`src/rtl/sigmoid_pipe_if.sv`:
```
// Valid/ready stream bundle around sigmoid_pipe: sample channel in, activation channel out.
interface sigmoid_pipe_if #(
  parameter int IN_W  = 8,
  parameter int OUT_W = 8
);
  logic             in_valid;
  logic             in_ready;
  logic [IN_W-1:0]  in_data;
  logic [1:0]       in_mode;
  logic             in_last;
  logic             out_valid;
  logic             out_ready;
  logic [OUT_W-1:0] out_data;
  logic             out_last;

  modport master (
    output in_valid, in_data, in_mode, in_last, out_ready,
    input  in_ready, out_valid, out_data, out_last
  );

  modport slave (
    input  in_valid, in_data, in_mode, in_last, out_ready,
    output in_ready, out_valid, out_data, out_last
  );
endinterface

```
`src/rtl/sigmoid_pipe.sv`:
```
// Three-stage activation unit: decode |x| and region, evaluate u with shifts/adds, then scale,
// mirror for negative sigmoid inputs and saturate to Q0.OUT_W.
module sigmoid_pipe #(
  parameter int IN_W    = 8,
  parameter int IN_FRAC = 4,
  parameter int OUT_W   = 8
) (
  input  logic          clk,
  input  logic          rst_n,
  sigmoid_pipe_if.slave bus
);
  localparam int AW = IN_W + 1;     // magnitude width, holds |-2^(IN_W-1)|
  localparam int F  = IN_FRAC + 5;  // fractional bits of u
  localparam int UW = F + 1;        // u spans [0, 1.0]
  localparam int EW = IN_W + 6;     // headroom for shifted magnitudes and constants
  localparam int QW = OUT_W + 1;

  localparam logic [EW-1:0] A_ONE  = EW'(1) << IN_FRAC;
  localparam logic [EW-1:0] A_FIVE = EW'(5) << IN_FRAC;
  localparam logic [EW-1:0] A8_R2  = EW'(19) << IN_FRAC;  // 2.375 compared against 8*a
  localparam logic [EW-1:0] U_ONE  = EW'(1) << F;
  localparam logic [EW-1:0] U_HALF = EW'(1) << (F - 1);
  localparam logic [EW-1:0] U_R1   = EW'(5) << (F - 3);   // 0.625
  localparam logic [EW-1:0] U_R2   = EW'(27) << IN_FRAC;  // 0.84375 = 27/32
  localparam logic [QW-1:0] Q_FULL = QW'(1) << OUT_W;

  typedef enum logic [1:0] {REG0, REG1, REG2, REG3} region_t;
  typedef enum logic [1:0] {K_SIG, K_HARD, K_RELU} kind_t;

  logic en;

  logic          s1_valid_reg;
  logic          s1_sign_reg;
  logic [AW-1:0] s1_mag_reg;
  region_t       s1_region_reg;
  kind_t         s1_kind_reg;
  logic          s1_last_reg;

  logic          s2_valid_reg;
  logic [UW-1:0] s2_u_reg;
  logic          s2_flip_reg;
  logic          s2_last_reg;

  logic             out_valid_reg;
  logic [OUT_W-1:0] out_data_reg;
  logic             out_last_reg;

  assign en           = !out_valid_reg || bus.out_ready;
  assign bus.in_ready = en;
  assign bus.out_valid = out_valid_reg;
  assign bus.out_data  = out_data_reg;
  assign bus.out_last  = out_last_reg;

  // S1 decode
  logic [AW-1:0] x_ext;
  logic [AW-1:0] mag_next;
  logic [EW-1:0] mag_wide;
  region_t       region_next;
  kind_t         kind_next;

  always_comb begin
    x_ext    = {bus.in_data[IN_W-1], bus.in_data};
    mag_next = x_ext[AW-1] ? (~x_ext + AW'(1)) : x_ext;
    mag_wide = EW'(mag_next);
    if (mag_wide >= A_FIVE) begin
      region_next = REG3;
    end else if ((mag_wide << 3) >= A8_R2) begin
      region_next = REG2;
    end else if (mag_wide >= A_ONE) begin
      region_next = REG1;
    end else begin
      region_next = REG0;
    end
    case (bus.in_mode)
      2'd1:    kind_next = K_HARD;
      2'd2:    kind_next = K_RELU;
      default: kind_next = K_SIG;  // mode 3 runs as sigmoid
    endcase
  end

  // S2 evaluate
  logic [EW-1:0]      mag2;
  logic [EW-1:0]      sig_u;
  logic [EW-1:0]      hard_u;
  logic [EW-1:0]      relu_u;
  logic [EW-1:0]      u_sel;
  logic signed [EW:0] x_signed;
  logic signed [EW:0] hard_raw;

  always_comb begin
    mag2 = EW'(s1_mag_reg);
    case (s1_region_reg)
      REG0:    sig_u = (mag2 << 3) + U_HALF;
      REG1:    sig_u = (mag2 << 2) + U_R1;
      REG2:    sig_u = mag2 + U_R2;
      default: sig_u = U_ONE;
    endcase

    // Hard-sigmoid works on the signed input, not on the mirrored magnitude.
    x_signed = s1_sign_reg ? -$signed({1'b0, mag2}) : $signed({1'b0, mag2});
    hard_raw = (x_signed <<< 3) + $signed({1'b0, U_HALF});
    if (hard_raw[EW]) begin
      hard_u = '0;
    end else if (hard_raw > $signed({1'b0, U_ONE})) begin
      hard_u = U_ONE;
    end else begin
      hard_u = hard_raw[EW-1:0];
    end

    if (s1_sign_reg) begin
      relu_u = '0;
    end else if ((mag2 << 5) > U_ONE) begin
      relu_u = U_ONE;
    end else begin
      relu_u = mag2 << 5;
    end

    case (s1_kind_reg)
      K_HARD:  u_sel = hard_u;
      K_RELU:  u_sel = relu_u;
      default: u_sel = sig_u;
    endcase
  end

  // S3 finalise
  logic [QW-1:0]    q;
  logic [QW-1:0]    q_flip;
  logic [OUT_W-1:0] y_next;

  always_comb begin
    q      = QW'({s2_u_reg, {OUT_W{1'b0}}} >> F);
    q_flip = s2_flip_reg ? (Q_FULL - q) : q;
    y_next = q_flip[OUT_W] ? {OUT_W{1'b1}} : q_flip[OUT_W-1:0];
  end

  always_ff @(posedge clk) begin
    if (!rst_n) begin
      s1_valid_reg  <= 1'b0;
      s2_valid_reg  <= 1'b0;
      out_valid_reg <= 1'b0;
      out_data_reg  <= '0;
      out_last_reg  <= 1'b0;
    end else if (en) begin
      s1_valid_reg  <= bus.in_valid;
      s2_valid_reg  <= s1_valid_reg;
      out_valid_reg <= s2_valid_reg;
      if (s2_valid_reg) begin
        out_data_reg <= y_next;
        out_last_reg <= s2_last_reg;
      end
    end
  end

  // Payload registers only move with a valid sample, so bubbles leave them untouched.
  always_ff @(posedge clk) begin
    if (en && bus.in_valid) begin
      s1_sign_reg   <= bus.in_data[IN_W-1];
      s1_mag_reg    <= mag_next;
      s1_region_reg <= region_next;
      s1_kind_reg   <= kind_next;
      s1_last_reg   <= bus.in_last;
    end
    if (en && s1_valid_reg) begin
      s2_u_reg    <= UW'(u_sel);
      s2_flip_reg <= s1_sign_reg && (s1_kind_reg == K_SIG);
      s2_last_reg <= s1_last_reg;
    end
  end
endmodule

```
`src/flat_wrapper.sv`:
```
// flat-port wrapper written by rule: the top's interface ports become plain ports
module sigmoid_pipe_flat 
#(
  parameter int IN_W    = 8,
  parameter int IN_FRAC = 4,
  parameter int OUT_W   = 8
)
  (clk, rst_n, bus_in_valid, bus_in_data, bus_in_mode, bus_in_last, bus_out_ready, bus_in_ready, bus_out_valid, bus_out_data, bus_out_last);
  sigmoid_pipe_if #(.IN_W(IN_W), .OUT_W(OUT_W)) bus_i ();
  input  logic clk;
  input  logic rst_n;
  input wire logic [$bits(bus_i.in_valid)-1:0] bus_in_valid;
  input wire logic [$bits(bus_i.in_data)-1:0] bus_in_data;
  input wire logic [$bits(bus_i.in_mode)-1:0] bus_in_mode;
  input wire logic [$bits(bus_i.in_last)-1:0] bus_in_last;
  input wire logic [$bits(bus_i.out_ready)-1:0] bus_out_ready;
  output wire logic [$bits(bus_i.in_ready)-1:0] bus_in_ready;
  output wire logic [$bits(bus_i.out_valid)-1:0] bus_out_valid;
  output wire logic [$bits(bus_i.out_data)-1:0] bus_out_data;
  output wire logic [$bits(bus_i.out_last)-1:0] bus_out_last;
  assign bus_i.in_valid = bus_in_valid;
  assign bus_i.in_data = bus_in_data;
  assign bus_i.in_mode = bus_in_mode;
  assign bus_i.in_last = bus_in_last;
  assign bus_i.out_ready = bus_out_ready;
  assign bus_in_ready = bus_i.in_ready;
  assign bus_out_valid = bus_i.out_valid;
  assign bus_out_data = bus_i.out_data;
  assign bus_out_last = bus_i.out_last;
  sigmoid_pipe #(.IN_W(IN_W), .IN_FRAC(IN_FRAC), .OUT_W(OUT_W)) u_core (.clk(clk), .rst_n(rst_n), .bus(bus_i));
endmodule
```
`config.mk`:
```
export PLATFORM = sky130hd
export DESIGN_NAME = sigmoid_pipe_flat
export DESIGN_NICKNAME = d
export VERILOG_FILES = /design/src/rtl/sigmoid_pipe_if.sv /design/src/rtl/sigmoid_pipe.sv /design/src/flat_wrapper.sv
export SDC_FILE = /design/constraint.sdc
export NUM_CORES = 1
export LEC_CHECK = 0
export BUFFER_PORTS_ARGS = -buffer_cell sky130_fd_sc_hd__buf_2
export CAP_MARGIN = 10
export CORE_MARGIN = 2
export CORE_UTILIZATION = 50
export DETAILED_ROUTE_END_ITERATION = 7
export HOLD_SLACK_MARGIN = 0.12
export PLACE_DENSITY_LB_ADDON = 0.08
export SYNTH_ARGS = -nofsm -noshare
export SYNTH_HDL_FRONTEND = slang
export SYNTH_SLANG_ARGS = --single-unit
```
`constraint.sdc`:
```
create_clock -name clk -period 4.1 [get_ports clk]
set_input_delay 0.41 -clock clk [delete_from_list [all_inputs] [get_ports clk]]
set_output_delay 0.41 -clock clk [all_outputs]
set_load 0.005 [all_outputs]
```
Word-level counts from Yosys, hierarchy flattened

Index checks and enable logic that the tools add are counted.

Reductions and logical operators: 9
$add $sub $neg: 7
Multiplexer cells: 13
Magnitude comparators: 5
Equality and inequality tests: 6
Bitwise gates (word level): 1

Operators with widths:

| cell                   | number |
|---|---|
| $mux 10                | 4 |
| $pmux 10 s3            | 1 |
| $add 10x9->10 const B  | 2 |
| $pmux 10 s2            | 1 |
| $mux 9                 | 2 |
| $add 15x10->15 const B | 1 |
| $gt 15x11->1 const B   | 1 |
| $gt 14x10->1 const B   | 1 |
| $ge 12x9->1 const B    | 1 |
| $mux 12                | 1 |
| $neg 9->12             | 1 |
| $add 9x9->10 const B   | 1 |
| $add 9x1->9 const B    | 1 |
| $ge 9x5->1 const B     | 1 |
| $ge 9x7->1 const B     | 1 |
| $not 9->9              | 1 |
| $sub 9x9->9 const A    | 1 |
| $mux 8                 | 1 |
| $eq 2x1->1 const B     | 3 |
| $eq 2x2->1 const B     | 3 |
| $logic_not 2->1        | 2 |
| $pmux 2 s2             | 1 |
| $logic_and 1x1->1      | 3 |
| $mux 1                 | 2 |
| 4 further kinds        | 4 |

Bits in registers: 39
Output and inout port bits: 11
Bits of input ports: 15
Word-level logic and storage cells: 55

Depth between registers and ports, before layout

Depth in word-level cells: 7
Depth in mapped cells: 14

Least setup slack after synthesis

No wires, ideal clock.

Kind: register to register
Start point: register u_core.s1_mag_reg[0]
End point: register u_core.s2_u_reg[9] (data pin)
Path buffers: 0
Arrival: 2696 ps
Cell stages (with the launch flop): 12
Setup slack: 1145 ps
Data required time: 3841 ps
Library setup time: 259 ps
Path through: edfxtp_1 inv_1 ha_1 or3b_4 o21ai_1 xnor2_1 ha_1 nand2_1 xnor2_1 o211ai_1 nand2b_1 o31a_1

Longest elaborated chain between the ends: 7
Elaborated cells on any way between the ends: 14
Those cells by class: add/sub: 5; order compare: 2; mux: 7

RTL lines:

| item                   | line                | source |
|---|---|---|
| from (decl)            | sigmoid_pipe.sv:34  | `logic [AW-1:0] s1_mag_reg;` |
| from (signal assigned) | sigmoid_pipe.sv:158 | `s1_mag_reg <= mag_next;` |
| $neg 9->12             | sigmoid_pipe.sv:100 | `x_signed = s1_sign_reg ? -$signed({1'b0, mag2}) : $signed({1'b0, mag2});` |
| $mux 12                | sigmoid_pipe.sv:100 |  |
| $add 15x10->15         | sigmoid_pipe.sv:101 | `hard_raw = (x_signed <<< 3) + $signed({1'b0, U_HALF});` |
| $gt 15x11->1           | sigmoid_pipe.sv:104 | `end else if (hard_raw > $signed({1'b0, U_ONE})) begin` |
| $mux 10                | sigmoid_pipe.sv:104 |  |
| $mux 10                | sigmoid_pipe.sv:102 | `if (hard_raw[EW]) begin` |
| $pmux 10 s2 *          | sigmoid_pipe.sv:118 | `case (s1_kind_reg)` |
| net u_core.u_sel[9]    | sigmoid_pipe.sv:86  | `logic [EW-1:0] u_sel;` |
| to (signal assigned)   | sigmoid_pipe.sv:164 | `s2_u_reg <= UW'(u_sel);` |
| to (decl)              | sigmoid_pipe.sv:40  | `logic [UW-1:0] s2_u_reg;` |

The timed path passes the listed nets; every way through them passes the cells marked *.
A chain may end at the register's enable or synchronous reset.

Final worst setup path

Same ends and word-level chain as after synthesis.

==> impl_results.md <==
* DRT antenna net count at 0
* Routed vias at between 2,000 and 2,500
* Clock slew seen by the registers of the worst setup and hold paths at 0.08 ns
* Remaining routing DRC violations at 0
* Die W at ~80 um
* Die height at approximately 80 um
* WL/cell at 13.8 um
* Row count at 26
* Htree depth at 2
* Clk buf depth at 2
* Final #Nets at ~340
* Max-Cap Viols at 0
* WL final at between 5000 and 6000 um
* Clk_skew at 0.00546 ns
* Min-Delay Path Depth at 1
* Top FF cell, synth: edfxtp_1
* Net Count, Synth at 321
* Ports at 26
* Mapped Avg Cell Area at 9.37 um^2
* Final global-route overflow total at 0
* RR Startpoint: u_core.s1_mag_reg[0]
* Crit Path Max Fanout at 6
* Drt pass-1 iters at 4
* DRT iter0 DRCs at roughly 160
* Worst skew pair latency at between 0.2 and 0.3 ns
* Ant diodes at 0
* Fill count at roughly 470
* Sequential Power Share at a little under half
* Synthesized area at about 0.0027 mm^2
* Sw Share at 28.5%
* Final min period at roughly 3.3 ns
* Design area at 0.00294 mm^2
* Port buffer count at 25
* Largest net degree at the start of global routing at 21
* DP Area at about 0.0028 mm^2
* Total global routing track utilization at approximately a fifth
* Reg2reg setup slack at 0.78 ns
* Sequential fraction of the synthesis area at 37.6%
* Gpl congestion at 0.837
* Core region area at around 0.0052 mm^2
* Hold Crit Class: input port to register
* Hold Path Origin: bus_in_last
* Final Non-Filler Cells at 375
* Die ar. at between 0.006 and 0.007 mm^2
* Synthesis Warnings at 0
* Seq cells post-synth at 38
* First-pass GRT wire length at about 9200 um
* CP max stage delay at ~0.50 ns
* WP buf/inv at 1
* Reg area at 0.00102 mm^2
* Pwr Density at between 300 and 400 mW/mm^2
* Worst-Margin Slew at roughly 0.69 ns
* Worst-path cell chain: inv_1, ha_1, or3b_4, o21ai_1, xnor2_1, ha_1, nand2_1, xnor2_1, o211ai_1, nand2b_1, o31a_1
* Startpoint types: register
* WHS Endpoint: u_core.s1_last_reg
* Clk sinks at 38
* Cts repair resizes at 0
* TNS Setup at 0 ns
* Layout area overhead at 8.38%
* Netlist cell types at 55
* Synth area leaders: edfxtp_1 (29%), dfxtp_1 (8.8%), ha_1 (7.4%)
* R2R Path End: u_core.s2_u_reg[9]
* Top cell type's share of synthesized area at 28.7%
* Leak at roughly 1.2 nW
* HPWL after detailed placement at around 4000 um
* Dpl ws at about 0.79 ns
* CTS tree: done
* Slowest cell on crit path: edfxtp_1
* RSZ-0062 raised after global routing: no
* CTS root buffer: clkbuf_8
* Async S/R FF share, synth at 0%
* CP startpoint: u_core.s1_mag_reg[0]
* Delay-heaviest family, CP: compound AO/OA/AOI/OAI gates
* Setup Buffers After CTS at 0
* Final Cycle Share at roughly four fifths
* Status: finished clean
* Setup ws final at 0.780 ns
* Required time worst endpoint at between 4 and 5 ns
* CTS Buf Count at 5
* Placed Cells incl. Taps at about 370
* CP Class: register to register
* Fraction of layout cells with a size suffix above 1 at between 10% and 20%
* EDFF count, synth at 26
* Cell with the most instances after synthesis: edfxtp_1
* Max-slew violations at 0
* CP endpoint kind: register
* Maximum resistive drop on vdd at approximately 0.00016 V
* Gate power share at a little under 20%
* Sw power at roughly 300 uW
* Max Freq at approximately 300 MHz
* Vias per cell at ~5.6
* Yosys top cell by area: edfxtp_1
* CTS Hold Bufs at 0
* R2r worst-path depth at 11
* Pint at approximately 750 uW
* Initial core utilization at a little over half
* Commonest cells in the netlist: edfxtp_1 (26), nand2_1 (24), inv_1 (23)
* Multi-input logic area at ~0.0015 mm^2
* Clock share of power at between 30% and 40%
* Fin. Hold Viols at 0
* Initial antenna violation count at 0
* Final setup fails at 0
* Worst EP arrival at between 3 and 4 ns
* Number of global-route vias before repair at about 2,000
* Rel. slew slack at a little over half
* Synth Instances at 290
[routing by layer]
metal  global-route usage, %  wire (um)  part of all wire [%]  up-vias
met5                       0          0                     0        -
met1                    25.0       2450                    47      980
met4                    4.82         60                   1.2        0
met2                    31.9       2470                    48       50
li1                        -          -                     -     1072
met3                    3.49        198                   3.8        6
[how the worst max path moves through the flow]
stage               cells after the start                  to
floorplan                              11  u_core.s2_u_reg[9]
global placement                       11  u_core.s2_u_reg[9]
detailed placement                     11  u_core.s2_u_reg[9]
CTS                                    11  u_core.s2_u_reg[9]
global route                           11  u_core.s2_u_reg[8]
finish                                 11  u_core.s2_u_reg[9]
[power by group through the flow]
stage | combinational (mW) | clock [mW] | sequential, mW
global route | 0.232 | 0.385 | 0.490
floorplan | 0.186 | 0 | 0.464
finish | 0.205 | 0.363 | 0.484
CTS | 0.205 | 0.367 | 0.484
detailed placement | 0.204 | 0 | 0.492
global placement | 0.204 | 0 | 0.492
[metrics by stage]
step	util (%)	total power, mW	hold WS, ns
after floorplan	-	0.650	0.400
after global placement	54.4	0.697	0.401
after detailed placement	54.4	0.696	0.406
after CTS	56.9	1.06	0.288
after global routing	56.9	1.11	0.288
final	56.9	1.05	0.290
[kinds of logic after synthesis]
group           after synthesis  synth area share, %
compound gates               72                 17.9
xor+xnor                     23                 7.42
fa+ha+maj                    16                 7.37
buf+inv                      41                 7.51
flops                        38                 37.6
mux                           7                 2.58
other cells                   1                0.138
simple gates                 92                 19.5
[final cells by class]
type | instances | area share (%)
clock buffers | 6 | 3.19
clock inverters | 2 | 1.32
inverters | 23 | 2.93
multi-input cells | 211 | 50.7
flip-flops and latches | 38 | 34.7
well taps | 70 | 2.97
repair buffers | 25 | 4.25
[layout by cell type, fill, tap and decap left out, types with 6 or more instances in the layout]
cell type,instances
buf_2,25
dfxtp_1,12
nand2_1,24
xor2_1,9
a21oi_1,20
nand4_1,7
xnor2_1,14
nand2b_1,8
ha_1,16
inv_1,23
nor2b_1,6
o21ai_0,14
nor2_1,10
edfxtp_1,26
mux2i_1,7
o31ai_1,7
Power figures use the tool's default switching activity.
